<file path="config.mk">
export PLATFORM = sky130hd
export DESIGN_NAME = matrix_result_streamer
export DESIGN_NICKNAME = d
export VERILOG_FILES = /design/src/rtl/matrix_result_streamer.sv
export SDC_FILE = /design/constraint.sdc
export NUM_CORES = 1
export LEC_CHECK = 0
export CAP_MARGIN = 20
export CELL_PAD_IN_SITES_DETAIL_PLACEMENT = 0
export CELL_PAD_IN_SITES_GLOBAL_PLACEMENT = 1
export CORE_MARGIN = 4
export CORE_UTILIZATION = 40
export DETAILED_ROUTE_END_ITERATION = 8
export PLACE_DENSITY_LB_ADDON = 0.15
export SLEW_MARGIN = 30
export SYNTH_ARGS = -nofsm -noshare
export SYNTH_HDL_FRONTEND = slang
export SYNTH_SLANG_ARGS = --single-unit
</file>
<file path="constraint.sdc">
create_clock -name clk -period 3.9 [get_ports clk]
set_input_delay 0.78 -clock clk [delete_from_list [all_inputs] [get_ports clk]]
set_output_delay 0.78 -clock clk [all_outputs]
set_load 0.02 [all_outputs]
</file>
<file path="src/rtl/matrix_result_streamer.sv">
// Streams an N x N result matrix from a synchronous-read RAM through a 2-entry output buffer.
// Build option: define ROW_MAJOR_EN to read column-major storage back in row order.
module matrix_result_streamer #(
   parameter int DATA_W = 19,
   parameter int N      = 8
) (
   input  logic              clk,
   input  logic              reset,
   input  logic              start,
   output logic              busy,
   output logic              done,
   output logic              ram_en,
   output logic [5:0]        ram_addr,
   input  logic [DATA_W-1:0] ram_rdata,
   output logic [DATA_W-1:0] out_data,
   output logic              out_valid,
   input  logic              out_ready,
   output logic [5:0]        out_index,
   output logic              out_last,
   output logic [10:0]       clock_count
);

   localparam logic [6:0] LAST_READ = 7'(N * N - 1);
   localparam logic [5:0] LAST_WORD = 6'(N * N - 1);

   typedef enum logic [1:0] {
      IDLE,
      RUN,
      FLUSH
   } state_t;

   state_t            state_q, state_d;
   logic [6:0]        rdIdx_q, rdIdx_d;
   logic [5:0]        outIdx_q, outIdx_d;
   logic [1:0]        count_q, count_d;
   logic [DATA_W-1:0] buf0_q, buf0_d;
   logic [DATA_W-1:0] buf1_q, buf1_d;
   logic              inflight_q, inflight_d;
   logic              firstCycle_q, firstCycle_d;
   logic              done_q, done_d;
   logic [10:0]       clockCount_q, clockCount_d;

   logic              startAccept;
   logic              pop;
   logic [2:0]        occupancy;
   logic [5:0]        mappedAddr;

   // The launch cycle right after start issues no read, keeping ram_en one cycle behind busy.
`ifdef ROW_MAJOR_EN
   assign mappedAddr = 6'((rdIdx_q % 7'(N)) * 7'(N) + rdIdx_q / 7'(N));
`else
   assign mappedAddr = rdIdx_q[5:0];
`endif

   assign startAccept = (state_q == IDLE) && start && !done_q;
   assign pop         = out_valid && out_ready;
   // Credit counts what the buffer will hold after this cycle's pop, so full rate needs only 2 entries.
   assign occupancy   = {1'b0, count_q} + {2'b00, inflight_q} - {2'b00, pop};
   assign ram_en      = (state_q == RUN) && !firstCycle_q && (occupancy < 3'd2);
   assign ram_addr    = ram_en ? mappedAddr : 6'd0;

   assign busy        = (state_q != IDLE);
   assign done        = done_q;
   assign out_valid   = (count_q != 2'd0);
   assign out_data    = buf0_q;
   assign out_index   = outIdx_q;
   assign out_last    = (outIdx_q == LAST_WORD);
   assign clock_count = clockCount_q;

   always_comb begin
      state_d      = state_q;
      rdIdx_d      = rdIdx_q;
      outIdx_d     = outIdx_q;
      count_d      = count_q;
      buf0_d       = buf0_q;
      buf1_d       = buf1_q;
      inflight_d   = ram_en;
      firstCycle_d = startAccept;
      done_d       = 1'b0;
      clockCount_d = clockCount_q;

      case (state_q)
         IDLE: begin
            if (startAccept) begin
               state_d  = RUN;
               rdIdx_d  = 7'd0;
               outIdx_d = 6'd0;
            end
         end
         RUN: begin
            if (ram_en && (rdIdx_q == LAST_READ)) begin
               state_d = FLUSH;
            end
         end
         FLUSH: begin
            if (pop && (outIdx_q == LAST_WORD)) begin
               state_d = IDLE;
               done_d  = 1'b1;
            end
         end
         default: state_d = IDLE;
      endcase

      if (ram_en) begin
         rdIdx_d = rdIdx_q + 7'd1;
      end

      // Head entry drives out_data directly, so it only changes on a pop or when the buffer was empty.
      case ({inflight_q, pop})
         2'b10: begin
            if (count_q == 2'd0) begin
               buf0_d = ram_rdata;
            end else begin
               buf1_d = ram_rdata;
            end
            count_d = count_q + 2'd1;
         end
         2'b01: begin
            buf0_d  = buf1_q;
            count_d = count_q - 2'd1;
         end
         2'b11: begin
            if (count_q == 2'd1) begin
               buf0_d = ram_rdata;
            end else begin
               buf0_d = buf1_q;
               buf1_d = ram_rdata;
            end
         end
         default: ;
      endcase

      if (pop) begin
         outIdx_d = outIdx_q + 6'd1;
      end

      if (startAccept) begin
         clockCount_d = 11'd0;
      end else if ((state_q != IDLE) && (clockCount_q != 11'h7FF)) begin
         clockCount_d = clockCount_q + 11'd1;
      end
   end

   always_ff @(posedge clk or posedge reset) begin
      if (reset) begin
         state_q      <= IDLE;
         rdIdx_q      <= 7'd0;
         outIdx_q     <= 6'd0;
         count_q      <= 2'd0;
         buf0_q       <= '0;
         buf1_q       <= '0;
         inflight_q   <= 1'b0;
         firstCycle_q <= 1'b0;
         done_q       <= 1'b0;
         clockCount_q <= 11'd0;
      end else begin
         state_q      <= state_d;
         rdIdx_q      <= rdIdx_d;
         outIdx_q     <= outIdx_d;
         count_q      <= count_d;
         buf0_q       <= buf0_d;
         buf1_q       <= buf1_d;
         inflight_q   <= inflight_d;
         firstCycle_q <= firstCycle_d;
         done_q       <= done_d;
         clockCount_q <= clockCount_d;
      end
   end

endmodule

</file>
==> results.sh, run 1 <==
export IMPL_synth_fa_ha_area_share_pct=2.85
export IMPL_gp_congestion=0.781
export IMPL_syn_inst=296
export IMPL_finalSetupTns_ps=0
export IMPL_antenna_found_initial=0
export IMPL_final_cells=489
export IMPL_critical_path_class="in -> out"
export IMPL_grt_pass1_wl_mm=12.0
export IMPL_status="completed"
export IMPL_coreArea_um2=8180
export IMPL_yosys_area_share_simple_pct=15.0
export IMPL_slew_viol_final=0
export IMPL_yosysTopAreaCell="dfrtp_1"
export IMPL_cts_path_max_buffers=2
export IMPL_rrSetupSlack_ps=850
export IMPL_synthMuxAreaShare_pct=16.6
export IMPL_yosysTopAreaCellShare_pct=51.7
export IMPL_antenna_diode_count=0
export IMPL_vias_per_cell=5.04
export IMPL_syn_num_nets=326
export IMPL_fp_dieArea_um2=9880
export IMPL_seqCellArea_um2=1730
export IMPL_clk_pin_slew_ps=70
export IMPL_nNetsFinal=410
export IMPL_r2r_cells=14
export IMPL_multiInputGateArea_um2=1550
export IMPL_fillers=734
export IMPL_post_route_period_util_pct=94.5
export IMPL_clk_latency_ps=340
export IMPL_cts_root_buffer="clkbuf_8"
export IMPL_relSlewSlack_pct=46.1
export IMPL_placed_cell_area_um2=4190
export IMPL_power_density_nw_per_um2=811
export IMPL_synth_edff_count=0
export IMPL_drt_initial_drc_count=23
export IMPL_syn_cell_area_um2=3340
export IMPL_cp_max_fo=3
export IMPL_p_leak_nw=2.05
export IMPL_die_y_um=99.4
export IMPL_vias=2465
export IMPL_synth_top_family_by_area="multiplexers"
export IMPL_synth_cell_types=43
export IMPL_arrival_ps=2910
export IMPL_antenna_left=0
export IMPL_dr_pass1_iters=4
export IMPL_rows=33
export IMPL_grt_max_degree=39
export IMPL_ir_worst_vdd_mv=0.620
export IMPL_synth_area_per_cell_um2=11.3
export IMPL_grt_ovfl_total=0
export IMPL_start_util_pct=40.9
export IMPL_routed_wirelength_mm=6.94
export IMPL_syn2layout_area_growth_pct=33.8
export IMPL_drive_gt1_share_pct=20.3
export IMPL_die_width_um=99.4
export IMPL_cp_startpoint="out_ready"
export IMPL_dp_hpwl_mm=4.69
export IMPL_worst_pin_slew_ps=807
export IMPL_r2r_end="rdIdx_q[4]"
export IMPL_yosys_warnings=0
export IMPL_yosysSeqAreaShare_pct=51.7
export IMPL_clock_sinks=69
export IMPL_rsz0062_at_grt="no"
export IMPL_cp_data_required_time_ps=3120
export IMPL_hold_path_class="reg -> reg"
export IMPL_h_tree_depth=3
export IMPL_wl_per_cell_um=14.2
export IMPL_start_kind="input port"
export IMPL_fmax_mhz=271
export IMPL_grt_usage_pct=15.1
export IMPL_finalSetupViolCount=0
export IMPL_synth_compound_gate_area_share_pct=9.03
export IMPL_min_period_ps=3690
export IMPL_timing_rr_start="count_q[1]"
export IMPL_dp_cells=472
export IMPL_ioPinCount=70
export IMPL_synth_area_leaders="dfrtp_1, mux2i_1, o21ai_0"
export IMPL_synth_flop_cell="dfrtp_1"
export IMPL_grt_pass1_vias=2430
export IMPL_skew_ps=11.6
export IMPL_end_kind="primary output"
export IMPL_synth_seq_cells=69
export IMPL_max_cap_viol_count=0
export IMPL_fin_area_um2=4470
export IMPL_drc_errors=0
export IMPL_cts_tree="built"
export IMPL_synth_xor_area_share_pct=1.31
export IMPL_async_flop_share_pct=100
export IMPL_hold_viol_final=0
export IMPL_fin_util_pct=54.7
export IMPL_numCtsBuffers=9
export IMPL_endpoint="ram_addr[5]"
export IMPL_numPortBuffers=69
-- timing repair --
action	CTS	global route
buffers inserted	1	0
setup endpoints to repair	7	0
gates resized for setup	50	0
hold buffers	0	0
-- worst max-delay path: stages --
cell	delay (ps)
dlygate4sd2_1	220
nor2b_4	160
inv_2	60
ha_4	210
nand2b_4	140
fa_2	400
xor2_2	200
nor4b_4	300
buf_2	170
and2_1	110
buf_2	150
-- power breakdown --
group / leakage [nW] / switching [mW] / internal [mW]
Clock: 0.101 / 0.274 / 0.356
Sequential: 0.844 / 0.177 / 0.994
Combinational: 1.11 / 0.857 / 0.967
Total: 2.05 / 1.31 / 2.32
-- Yosys cell counts (2+ instances only) --
master and n:
dfrtp_1 69, nand2_1 40, o21ai_0 37, mux2i_1 27
mux2_2 12, mux2_4 10, nor2_1 10, and3_1 9
inv_1 8, and2_1 6, buf_2 6, ha_1 6
nand4_1 6, nand3_1 5, a21oi_1 4, xnor2_1 4
a31oi_1 3, nor2b_1 3, or3_1 3, buf_6 2
nand2b_1 2, nand3b_1 2, nor3_1 2
-- how the worst min path moves through the flow --
stage | startpoint | to | cells past startpoint
2_1_floorplan | rdIdx_q[6] | rdIdx_q[6] | 1
3_3_place_gp | out_data[11] | out_data[11] | 2
3_5_place_dp | out_data[8] | out_data[8] | 2
4_1_cts | out_data[8] | out_data[8] | 2
5_1_grt | buf1_q[10] | buf1_q[10] | 1
6_report | out_data[8] | out_data[8] | 2
-- metrics by stage --
step	power, mW	hold slack (ps)	setup WS (ps)
6_report	3.63	479	215
3_5_place_dp	2.90	469	-559
3_3_place_gp	2.87	461	-520
2_1_floorplan	2.30	454	68.0
5_1_grt	3.89	518	143
4_1_cts	3.68	485	222
-- kinds of logic (layout without fill, tap and decap cells) --
family / Yosys count / after routing
mux: 49 / 49
flops: 69 / 69
buf+inv: 20 / 108
fa+ha+maj: 7 / 7
compound gates: 52 / 52
xor+xnor: 5 / 5
simple gates: 94 / 94
-- state kept, by name, indices dropped and copies added (netlist names) --
signal	cells
buf1_q	19
clock_count	11
count_q	2
done	1
firstCycle_q	1
inflight_q	1
out_data	19
out_index	6
rdIdx_q	7
state_q	2
-- cell type report --
class	count	area share (%)
sequential	69	38.6
multi-input combinational	207	34.7
timing repair buffer	84	18.2
tap	105	2.94
clock buffer	9	2.77
clock inverter	6	1.99
inverter	9	0.756
-- layout by cell type (no fill, tap or decap), types with 3 or more instances in the layout --
cell type and instances:
buf_6 5, nand2_1 40, and2_4 5, mux2_4 10, or3_1 3, clkbuf_8 9
a31oi_1 3, clkdlybuf4s50_1 61, nor2_1 10, a21oi_1 3, and3_1 9, ha_1 5
inv_1 7, mux2i_1 27, buf_4 13, nand4_1 6, xnor2_1 4, mux2_2 12
o21ai_0 37, nand3_1 5, dfrtp_1 69
-- per-layer routing --
metal / wire (um) / global-route usage [%]
met5: 0 / 0
met1: 3260 / 20.4
met2: 3270 / 23.5
met3: 294 / 3.65
met4: 115 / 5.67
No activity file was read; power rests on OpenSTA's default activity.
==> inputs of run 2 (changes only) <==
GPL_ROUTABILITY_DRIVEN = 0   (was not set)
clock period = 3.55 ns   (was 3.9 ns; I/O delays follow)
==> run 2 against run 1 <==
  * Utilization up 0.77 points
  * Critical endpoint is now ram_addr[4]
  * Wire length fell by 0.79%
  * Hold slack better by 1.9 ps
  * Highest routed layer unchanged
  * Final cell count grew 1.4%
  * Design area up 1.4%
  * Total power grew 13%
  * Non-clock buffer count grew 6
  * Clock-buffer cell count rose by 1
==> results.sh, run 2 (same netlist as run 1, synthesis figures left out) <==
export IMPL_status="completed"
export IMPL_hold_path_class="reg -> reg"
export IMPL_cp_max_fo=7
export IMPL_min_from="out_data[16]"
export IMPL_crit_buf_inv=4
export IMPL_grt_usage_pct=14.6
export IMPL_setup_slack_ps=105
export IMPL_routed_wirelength_mm=6.88
export IMPL_start_kind="input port"
export IMPL_antenna_found_initial=0
export IMPL_r2r_cells=15
export IMPL_cts_root_buffer="clkbuf_8"
export IMPL_dr_pass1_iters=4
export IMPL_h_tree_depth=3
export IMPL_slew_viol_final=0
export IMPL_power_density_nw_per_um2=903
export IMPL_post_route_period_util_pct=97.1
export IMPL_start_util_pct=40.9
export IMPL_numPortBuffers=69
export IMPL_fp_dieArea_um2=9880
export IMPL_grt_ovfl_total=0
export IMPL_ir_worst_vdd_mv=0.557
export IMPL_min_period_ps=3450
export IMPL_syn2layout_area_growth_pct=35.7
export IMPL_layout_commonest_cell="dfrtp_1"
export IMPL_r2r_end="rdIdx_q[2]"
export IMPL_nNetsFinal=416
export IMPL_relSlewSlack_pct=51.9
export IMPL_worst_pin_slew_ps=720
export IMPL_fin_hold_ws_ps=481
export IMPL_rrSetupSlack_ps=450
export IMPL_holdPathEnd="out_data[16]"
export IMPL_critical_path_class="in -> out"
export IMPL_p_leak_nw=2.07
export IMPL_vias_per_cell=4.97
export IMPL_rsz0062_at_grt="no"
export IMPL_drt_initial_drc_count=60
export IMPL_path_cells="dlygate4sd2_1 -> nor2b_4 -> inv_2 -> ha_4 -> nand2b_4 -> fa_2 -> xor2_2 -> nor4b_4 -> buf_12 -> and2_4 -> buf_6"
export IMPL_hold_viol_final=0
export IMPL_rows=33
export IMPL_dp_cells=475
export IMPL_final_cell_mix="dfrtp_1, clkdlybuf4s50_1, nand2_1, o21ai_0, mux2i_1"
export IMPL_clock_sinks=69
export IMPL_fin_util_pct=55.4
export IMPL_clk_pin_slew_ps=80
export IMPL_numCtsBuffers=9
export IMPL_drive_gt1_share_pct=22.0
export IMPL_antenna_diode_count=0
export IMPL_end_kind="primary output"
export IMPL_whs_path_depth=2
export IMPL_placed_cell_area_um2=4260
export IMPL_cp_slowest_cell="nor4b_4"
export IMPL_detailedPlace_worstSlack_ps=-775
export IMPL_timing_rr_start="count_q[1]"
export IMPL_cp_data_required_time_ps=2840
export IMPL_finalSetupViolCount=0
export IMPL_slowest_delay_ps=350
export IMPL_final_cells=496
export IMPL_fin_area_um2=4530
export IMPL_arrival_ps=2740
export IMPL_die_y_um=99.4
export IMPL_grt_max_degree=39
export IMPL_grt_pass1_wl_mm=11.8
export IMPL_ioPinCount=70
export IMPL_dp_hpwl_mm=4.70
export IMPL_cp_top_family="simple AND/OR/NAND/NOR gates"
export IMPL_die_width_um=99.4
export IMPL_drc_errors=0
export IMPL_clk_latency_ps=340
export IMPL_antenna_left=0
export IMPL_grt_pass1_vias=2467
export IMPL_cts_tree="built"
export IMPL_max_cap_viol_count=0
export IMPL_cts_path_max_buffers=2
export IMPL_wl_per_cell_um=13.9
export IMPL_fmax_mhz=290
export IMPL_vias=2464
export IMPL_skew_ps=9.40
export IMPL_coreArea_um2=8180
[run 2: final cells by class]
cell class / instances / area, um^2
inverter: 9 / 33.8
tap: 105 / 131
multi-input combinational: 207 / 1570
timing repair buffer: 90 / 900
sequential: 69 / 1730
clock inverter: 6 / 47.5
clock buffer: 10 / 128
fill: 753 / 3640
[run 2: worst max path at each step]
stage                  endpoint  cells past startpoint        from
floorplan           ram_addr[0]                     11   out_ready
global placement    ram_addr[1]                     11   out_ready
detailed placement  ram_addr[0]                     11   out_ready
CTS                 ram_addr[4]                     11   out_ready
global route        ram_addr[3]                     12  count_q[0]
finish              ram_addr[4]                     11   out_ready
[run 2: where the power goes]
part | switching [mW] | total (mW) | internal (mW) | leakage, nW
sequential | 0.193 | 1.28 | 1.09 | 0.844
combinational | 0.970 | 2.24 | 1.27 | 1.15
clock | 0.310 | 0.569 | 0.258 | 0.0755
[run 2: worst register-to-register path, delay by kind of cell (launching register included)]
| family | cells | cell delay [ps] |
|---|---|---|
| buffers and inverters | 6 | 750 |
| DFF | 1 | 350 |
| adders and majority gates | 3 | 720 |
| and+or+nand+nor | 3 | 590 |
| xor gates and xnor gates | 1 | 160 |
| muxes | 2 | 440 |
[run 2: routing by layer]
metal  GRT usage, %  routed length [um]  up-vias
li1               -                   -     1215
met4           4.73                  85        0
met2           23.0                3230       61
met1           20.2                3230     1179
met3           3.23                 342        9
met5              0                   0        -
[run 2: timing repair]
item / 4_1_cts / 5_1_grt
gates cloned: 1 / 0
pin swaps: 3 / 3
endpoints found under the hold margin: 0 / 0
setup buffers: 2 / 2
gates resized for setup: 46 / 1
endpoints found under the setup margin: 7 / 6
hold buffers: 0 / 0
[run 2: per-stage QoR]
stage | setup TNS [ps] | total power [mW]
2_1_floorplan | 0 | 2.61
3_3_place_gp | -5130 | 3.26
3_5_place_dp | -5240 | 3.32
4_1_cts | 0 | 4.11
5_1_grt | 0 | 4.38
6_report | 0 | 4.09
